[config.mk]
export PLATFORM = sky130hd
export DESIGN_NAME = booth_seq_mul
export DESIGN_NICKNAME = d
export VERILOG_FILES = /design/src/rtl/booth_pkg.sv /design/src/rtl/booth_pp_gen.sv /design/src/rtl/booth_seq_mul.sv
export SDC_FILE = /design/constraint.sdc
export NUM_CORES = 1
export LEC_CHECK = 0
export CORE_MARGIN = 2
export CORE_UTILIZATION = 45
export DETAILED_ROUTE_END_ITERATION = 10
export SYNTH_ARGS = -nofsm -noshare
export SYNTH_HDL_FRONTEND = slang
export SYNTH_HIERARCHICAL = 1
export SYNTH_SLANG_ARGS = --single-unit
[constraint.sdc]
create_clock -name clk -period 6.8 [get_ports clk]
set_clock_uncertainty 0.15 [all_clocks]
set_input_delay 1.36 -clock clk [delete_from_list [all_inputs] [get_ports clk]]
set_output_delay 1.36 -clock clk [all_outputs]
set_load 0.01 [all_outputs]
[src/rtl/booth_pkg.sv]
// Shared types and helpers for the sequential radix-4 Booth multiplier.
// Holds the FSM state encoding, Booth digit codes and digit/cycle counts.
package booth_pkg;

    typedef enum logic [1:0] {
        ST_IDLE,
        ST_RUN,
        ST_DONE
    } state_t;

    typedef enum logic [2:0] {
        BD_ZERO,
        BD_PA,
        BD_P2A,
        BD_MA,
        BD_M2A
    } bdig_t;

    // Map a multiplier bit triple {b[2i+1], b[2i], b[2i-1]} to its digit.
    function automatic bdig_t booth_code(input logic [2:0] t);
        bdig_t r;
        case (t)
            3'b001, 3'b010: r = BD_PA;
            3'b011:         r = BD_P2A;
            3'b100:         r = BD_M2A;
            3'b101, 3'b110: r = BD_MA;
            default:        r = BD_ZERO;
        endcase
        return r;
    endfunction

    function automatic int num_digits(input int w);
        return w / 2 + 1;
    endfunction

    function automatic int run_cycles(input int w, input int dpc);
        return (num_digits(w) + dpc - 1) / dpc;
    endfunction

endpackage

[src/rtl/booth_pp_gen.sv]
// Combinational radix-4 Booth partial-product generator.
// Ports: triple (3-bit digit window), a_ext (extended A), pp (signed product).
module booth_pp_gen
    import booth_pkg::*;
#(
    parameter int WIDTH = 16
) (
    input  logic [2:0]       triple,
    input  logic [WIDTH+1:0] a_ext,
    output logic [WIDTH+2:0] pp
);

    logic [WIDTH+2:0] a1;
    logic [WIDTH+2:0] a2;

    // One extra bit so that +/-2A never overflows.
    assign a1 = {a_ext[WIDTH+1], a_ext};
    assign a2 = {a_ext, 1'b0};

    always_comb begin
        pp = '0;
        unique case (booth_code(triple))
            BD_ZERO: pp = '0;
            BD_PA:   pp = a1;
            BD_P2A:  pp = a2;
            BD_MA:   pp = -a1;
            BD_M2A:  pp = -a2;
            default: pp = '0;
        endcase
    end

endmodule

[src/rtl/booth_seq_mul.sv]
// Sequential radix-4 Booth multiplier, DPC digits retired per RUN cycle.
// Ports: clk, rst_n, in_valid/in_ready + a, b, is_signed in; out_valid/out_ready + p out; busy.
module booth_seq_mul
    import booth_pkg::*;
#(
    parameter int WIDTH = 16,
    parameter int DPC   = 1
) (
    input  logic               clk,
    input  logic               rst_n,
    input  logic               in_valid,
    output logic               in_ready,
    input  logic [WIDTH-1:0]   a,
    input  logic [WIDTH-1:0]   b,
    input  logic               is_signed,
    output logic               out_valid,
    input  logic               out_ready,
    output logic [2*WIDTH-1:0] p,
    output logic               busy
);

    localparam int ND = num_digits(WIDTH);
    localparam int NC = run_cycles(WIDTH, DPC);
    localparam int XW = WIDTH + 2;
    localparam int AW = 2 * WIDTH + 4;
    localparam int CW = $clog2(NC + 1);
    localparam logic [CW-1:0] LAST = CW'(NC - 1);

    state_t        state;
    logic [XW-1:0] a_x;
    logic [XW-1:0] b_x;
    logic [AW-1:0] acc;
    logic [AW-1:0] sum;
    logic [CW-1:0] cnt;
    logic [XW:0]   b_t;
    logic [AW-1:0] term [DPC];

    // Implicit b[-1] = 0 sits below the extended multiplier.
    assign b_t = {b_x, 1'b0};

    for (genvar k = 0; k < DPC; k++) begin : g_dig
        int          d;
        logic [XW:0] sh;
        logic [2:0]  trip;
        logic [XW:0] pp;

        // Digit slots past the last real digit contribute nothing.
        always_comb begin
            d    = int'(cnt) * DPC + k;
            sh   = b_t >> (2 * d);
            trip = 3'b000;
            if (d < ND)
                trip = sh[2:0];
        end

        booth_pp_gen #(
            .WIDTH (WIDTH)
        ) u_pp (
            .triple (trip),
            .a_ext  (a_x),
            .pp     (pp)
        );

        assign term[k] = {{(AW-XW-1){pp[XW]}}, pp} << (2 * d);
    end

    always_comb begin
        sum = acc;
        for (int k = 0; k < DPC; k++)
            sum = sum + term[k];
    end

    always_ff @(posedge clk or negedge rst_n) begin
        if (!rst_n) begin
            state     <= ST_IDLE;
            in_ready  <= 1'b1;
            out_valid <= 1'b0;
            busy      <= 1'b0;
            p         <= '0;
            acc       <= '0;
            cnt       <= '0;
            a_x       <= '0;
            b_x       <= '0;
        end else begin
            unique case (state)
                ST_IDLE: begin
                    if (in_valid && in_ready) begin
                        a_x      <= is_signed ? {{2{a[WIDTH-1]}}, a}
                                              : {2'b00, a};
                        b_x      <= is_signed ? {{2{b[WIDTH-1]}}, b}
                                              : {2'b00, b};
                        acc      <= '0;
                        cnt      <= '0;
                        in_ready <= 1'b0;
                        busy     <= 1'b1;
                        state    <= ST_RUN;
                    end
                end
                ST_RUN: begin
                    acc <= sum;
                    if (cnt == LAST)
                        state <= ST_DONE;
                    else
                        cnt <= cnt + 1'b1;
                end
                ST_DONE: begin
                    // First DONE cycle publishes the finished accumulator.
                    if (!out_valid) begin
                        p         <= acc[2*WIDTH-1:0];
                        out_valid <= 1'b1;
                    end else if (out_ready) begin
                        out_valid <= 1'b0;
                        in_ready  <= 1'b1;
                        busy      <= 1'b0;
                        state     <= ST_IDLE;
                    end
                end
                default: state <= ST_IDLE;
            endcase
        end
    end

endmodule

==> results of run 1 <==
## routing by layer
layer  vias to the layer above  GRT usage
met5                         -          0
met4                         0    0.07870
met3                        21    0.02759
met2                       167     0.3456
met1                      3148     0.2895
li1                       3382          -
## sequential cells by signal, summed over array words and instances (netlist names)
name / cells
a_x: 17
acc: 32
b_x: 17
busy: 1
cnt: 4
in_ready: 1
out_valid: 1
p: 32
state: 2
## worst max-delay path, cell delays in order, from the launching register on
cell and delay [ps]:
dfrtp_2 690, mux2i_1 140, a211oi_1 250, a21oi_1 60, o21ai_1 510, buf_4 330
inv_1 150, a221oi_1 310, nor2_1 140, mux2_2 310, o21ai_0 470, mux2i_1 190
nor2b_1 190, ha_1 410, a211oi_2 250, o21bai_1 110, a21o_1 180, a21oi_1 130
o21a_1 160, o21ai_4 90, a31oi_2 320, nor3_1 110, a211oi_2 220, mux2i_1 200
## power groups by stage
| stage | Sequential [mW] | Clock [mW] | Combinational, mW |
|---|---|---|---|
| floorplan | 0.649 | 0 | 0.000509 |
| global placement | 0.648 | 0 | 0.0348 |
| detailed placement | 0.648 | 0 | 0.0352 |
| CTS | 0.636 | 0.539 | 0.0353 |
| global route | 0.636 | 0.562 | 0.0383 |
| finish | 0.636 | 0.525 | 0.0337 |
## worst paths after layout
check | end | slack (ps)
worst min-delay path | acc[31] | 330
worst min register to register | acc[31] | 330
worst max-delay path | acc[31] | 660
max in group asynchronous | cnt[0] | 4450
worst max register to register | acc[31] | 660
min in group asynchronous | p[6] | 890
## area by class of cell
cell class	count	area (sq um)
fillers	1638	8210
multi-input cells	732	4882
flip-flops and latches	107	2680
repair buffers	86	820.8
well taps	225	281.5
clock buffers	9	225.2
clock inverters	7	68.82
inverters	18	67.56
## layout by cell type, fill, tap and decap left out, types with 18 or more instances in the layout
master           count
nor2b_1             20
nand3_1             50
nand2_1            161
a21oi_1             59
xnor2_1             24
dfrtp_1            105
o21ai_0             55
xor2_1              24
ha_1                35
nor2_1              50
mux2i_1             28
mux2_2              37
clkdlybuf4s50_1     70
inv_1               18
## per-stage QoR
stage	util	total power, mW
2_1_floorplan	-	0.6490
3_3_place_gp	0.5066	0.6832
3_5_place_dp	0.5066	0.6835
4_1_cts	0.5237	1.210
5_1_grt	0.5237	1.236
6_report	0.5237	1.195
## kinds of logic after synthesis
group / Yosys count / synth area share
AOI/OAI and AO/OA: 239 / 0.1971
and+or+nand+nor: 335 / 0.1950
xor gates and xnor gates: 48 / 0.05327
DFF: 107 / 0.3395
muxes: 74 / 0.1130
adders and majority gates: 36 / 0.05803
buffers and inverters: 88 / 0.04408
==> results.toml, run 1 <==
[sta]
fin_crit_sh = 0.9028
setup_tns_ps = 0
post-route-min-period_ps = 6139
setup_viol = 0
worst_slack_ps = 661.0
max_freq_mhz = 162.9
hold_viol = 0
rsz0062_at_grt = "no"
maxSlewViolCount = 0
worst_slew_pin_slew_ps = 1066
fin_hold_ws_ps = 329.2
max_slew_margin = 0.2892

[synth]
synth_edf_count = 0
synth_ff_type = "dfrtp_1"
synth_most_common_cell = "nand2_1"
syn_inst = 927
synth.yosys.seq_area_share = 0.3395
ys_ff_latch = 107
synth_top_area_frac = 0.3361
yosysWarningCount = 6
synth_cell_types = 75
async_flop_share = 1.000
synth_area_leaders = "dfrtp_1 34%, nand2_1 7.7%, ha_1 5.5%, mux2_2 5.3%, a21oi_1 3.7%"
synth.net_count = 1000
synth_area_sq_um = 7891
synth.top_cells.by_count = "161 x nand2_1, 106 x dfrtp_1, 59 x a21oi_1"
avgSynthCellArea_sq_um = 8.513
synth.largest_area_cell = "dfrtp_1"

[clocking]
root_buffer = "clkbuf_16"
clk_path_buf_depth = 2
cts_tree = "done"
post_cts_resized = 0
hold_buffers = 0
post_cts_buffers = 0
htree_num_levels = 3
cts_buffers = 9
cts_sinks = 107
clkLatencyLatePin_ps = 370
clk_pin_slew_ps = 80

[power_and_ir_drop]
clkPwrFrac = 0.440
p_int_mw = 0.9131
p_comb_frac = 0.028
ir_drop_uv = 117.1
swShare = 0.2355
switching_power_mw = 0.2814
seqPwrFrac = 0.532
p_per_area_nw_per_um2 = 132.3
power_leakage_nw = 4.398

[detailed_routing]
drt_iter0_markers = 390
routedWlPerCell_um = 15.95
ant_nets = 0
drcViolationCount = 0
highest_layer = "met4"
via_per_inst = 5.674
vias = 6718
wl_met3_um = 807
m1WireLength_um = 8890
wl_um = 18890
met2_length_um = 8799
dr.pass1.iters = 5

[global_routing]
grt_util_all_layers = 0.2126
grt.overflow.total = 0
grt_pass1_wl_um = 31980
grt_pass1_vias = 6343
antenna_found_initial = 0
grt_start_max_net_pins = 66

[placement]
io_buffers = 71
dp_hpwl_um = 14000
dp_cells = 1168
finalWeightedCongestion = 0.9138
dpl_worst_slack_ps = 743.2
placed_area_sq_um = 8732

[setup_path]
ff2ff_path_depth = 23
cp_data_arrival_time_ps = 6290
crit_type = "reg2reg"
end_kind = "flip-flop"
worstSetupStartpoint = "cnt[0]"
crit_required_ps = 6950
reg2reg_from = "cnt[0]"
crit_fanout = 22
crit_path_start_kind = "flip-flop"

[floorplanning]
rows = 48
dieArea_sq_um = 18610
core_area_sq_um = 17240
start_util = 0.4578
die_x_um = 136.4
die_y_um = 136.4
ioPinCount = 72

[cells_and_area]
antenna_cells = 0
fin_cells = 1184
area_delta_synth_final_pct = 14.38
nNetsFinal = 1027
drive_gt1_frac = 0.1074
final_area_sq_um = 9026

[min_path]
hp-start = "acc[31]"
hold_class = "reg2reg"
min_path_cells = 1

[run_status]
outcome = "finished, final reports clean"

[job]
drv_cap = 0
(Power assumes the default switching activity.)
==> run 2: changes to the inputs <==
--- a/config.mk
+++ b/config.mk
@@ -7,6 +7,7 @@
 export LEC_CHECK = 0
 export CORE_MARGIN = 2
 export CORE_UTILIZATION = 45
+export CTS_CLUSTER_SIZE = 24
 export DETAILED_ROUTE_END_ITERATION = 10
 export SYNTH_ARGS = -nofsm -noshare
 export SYNTH_HDL_FRONTEND = slang
==> results of run 2 <==
Same layout as run 1: the final DEF is identical, and so are final timing and power.
==> run 3: changes to the inputs <==
--- a/config.mk
+++ b/config.mk
@@ -9,6 +9,8 @@
 export CORE_UTILIZATION = 45
 export CTS_CLUSTER_SIZE = 24
 export DETAILED_ROUTE_END_ITERATION = 10
+export PLACE_DENSITY = 0.67
+export REMOVE_ABC_BUFFERS = 1
 export SYNTH_ARGS = -nofsm -noshare
 export SYNTH_HDL_FRONTEND = slang
 export SYNTH_HIERARCHICAL = 1
==> run 3 against run 2 <==
Core utilization up 0.051 points. Cell count down 0.17%. Fmax increased by 1.5%. Routed wire length decreased by 0.95%. Global-route usage is 0.11 points lower. Critical endpoint unchanged.
==> results.toml, run 3 (synthesis results as in run 1) <==
[run_status]
outcome = "finished, final reports clean"

[sta]
fin_hold_ws_ps = 324.5
worst_slew_pin_slew_ps = 1072
setup_tns_ps = 0
fin_crit_sh = 0.8896
post-route-min-period_ps = 6049
rsz0062_at_grt = "no"
max_freq_mhz = 165.3
max_slew_margin = 0.2854
maxSlewViolCount = 0
hold_viol = 0
setup_viol = 0
worst_slack_ps = 750.6

[clocking]
root_buffer = "clkbuf_16"
clkLatencyLatePin_ps = 370
post_cts_buffers = 0
clk_path_buf_depth = 2
htree_num_levels = 3
cts_tree = "done"
post_cts_resized = 0
cts_buffers = 9
hold_buffers = 0
clk_pin_slew_ps = 70
cts_sinks = 107

[min_path]
hold_class = "reg2reg"

[power_and_ir_drop]
power_mw = 1.245
power_leakage_nw = 4.400
ir_drop_uv = 113.1
p_per_area_nw_per_um2 = 137.8

[setup_path]
crit_fanout = 21
crit_cells = 22
worstSetupStartpoint = "cnt[1]"
slowest_stage = "o21ai_2"
cp_common_cell = "mux2i_1"
ff2ff_path_depth = 22
rr_endpoint = "acc[31]"
cp-endpoint = "acc[31]"
cp_data_arrival_time_ps = 6190
slowest_delay_ps = 650
crit_path_start_kind = "flip-flop"
crit_buf_inv = 0
end_kind = "flip-flop"
r2r_slack_ps = 750
critical-path-top-delay-family = "compound AO/OA/AOI/OAI gates"
reg2reg_from = "cnt[1]"
crit_type = "reg2reg"
crit_required_ps = 6940
path_cells = "mux4_2 > mux2i_1 > o21ai_2 > o21ai_0 > xnor2_1 > a221oi_1 > nor2_1 > mux2_2 > o21ai_0 > mux2i_1 > nor2b_1 > ha_1 > a211oi_2 > o21bai_1 > a21o_1 > a21oi_1 > o21a_1 > o21ai_4 > a31oi_2 > nor3_1 > a211oi_2 > mux2i_1"

[global_routing]
grt.overflow.total = 0
grt_start_max_net_pins = 66
grt_util_all_layers = 0.2114
grt_pass1_wl_um = 31620
antenna_found_initial = 0
grt_pass1_vias = 6384

[placement]
placed_area_sq_um = 8717
io_buffers = 71
dp_hpwl_um = 13530
dpl_worst_slack_ps = 822.0
finalWeightedCongestion = 0.9116
dp_cells = 1166

[floorplanning]
ioPinCount = 72
rows = 48
dieArea_sq_um = 18610
die_y_um = 136.4
start_util = 0.4578
die_x_um = 136.4
core_area_sq_um = 17240

[detailed_routing]
wl_um = 18710
drcViolationCount = 0
routedWlPerCell_um = 15.83
vias = 6777
ant_nets = 0
dr.pass1.iters = 5
drt_iter0_markers = 539
via_per_inst = 5.734

[cells_and_area]
biggestRegsByFlops = "acc x32, p x32"
area_delta_synth_final_pct = 14.49
final_common_cell = "nand2_1"
fin_cells = 1182
drive_gt1_frac = 0.1034
nNetsFinal = 1025
final_area_sq_um = 9035
fin_util = 0.5242
layout_common_cells = "161 x nand2_1, 105 x dfrtp_1, 70 x clkdlybuf4s50_1"
antenna_cells = 0

[job]
drv_cap = 0
==> run 3: changes by cell type in the layout (fill, tap and decap cells not counted), sizes merged <==
| cell | previous run | this run |
|---|---|---|
| inv | 23 | 20 |
| clkbuf | 9 | 11 |
| bufinv | 0 | 2 |
| clkinv | 2 | 1 |
| buf | 16 | 14 |
==> run 3: where the power goes <==
part	switching [mW]	internal (mW)	total [mW]
clock	0.249	0.327	0.575
combinational	0.0155	0.0184	0.0339
sequential	0	0.636	0.636
total	0.264	0.981	1.25
==> run 3: area by class of cell <==
cell class,count,area [sq um]
fill,1684,8202
inverter,18,67.56
clock buffer,11,232.7
timing repair buffer,84,805.8
multi-input combinational,732,4882
tap,225,281.5
clock inverter,5,85.08
sequential,107,2680
==> run 3: how the worst min path moves through the flow <==
stage                     cells after the start       to  slack (ps)     from
final                                         2   b_x[2]         320   b_x[2]
after detailed placement                      2   b_x[2]         310   b_x[2]
after global placement                        2   b_x[0]         310   b_x[0]
after global routing                          1  acc[31]         350  acc[31]
after floorplan                               1  acc[31]         290  acc[31]
after CTS                                     2   b_x[2]         330   b_x[2]
==> run 3: per-layer routing <==
metal  track usage  vias up  part of all wire
li1              -     3389                 -
met1        0.2866     3164              0.46
met2        0.3333      182              0.46
met3       0.03952       40             0.044
met4       0.08449        2             0.029
met5             0        -            0.0024
==> run 3: worst min-delay path: stages, from the launching register on <==
cell and delay (ps):
dfrtp_1 340, nand2_1 50, nand2_1 50
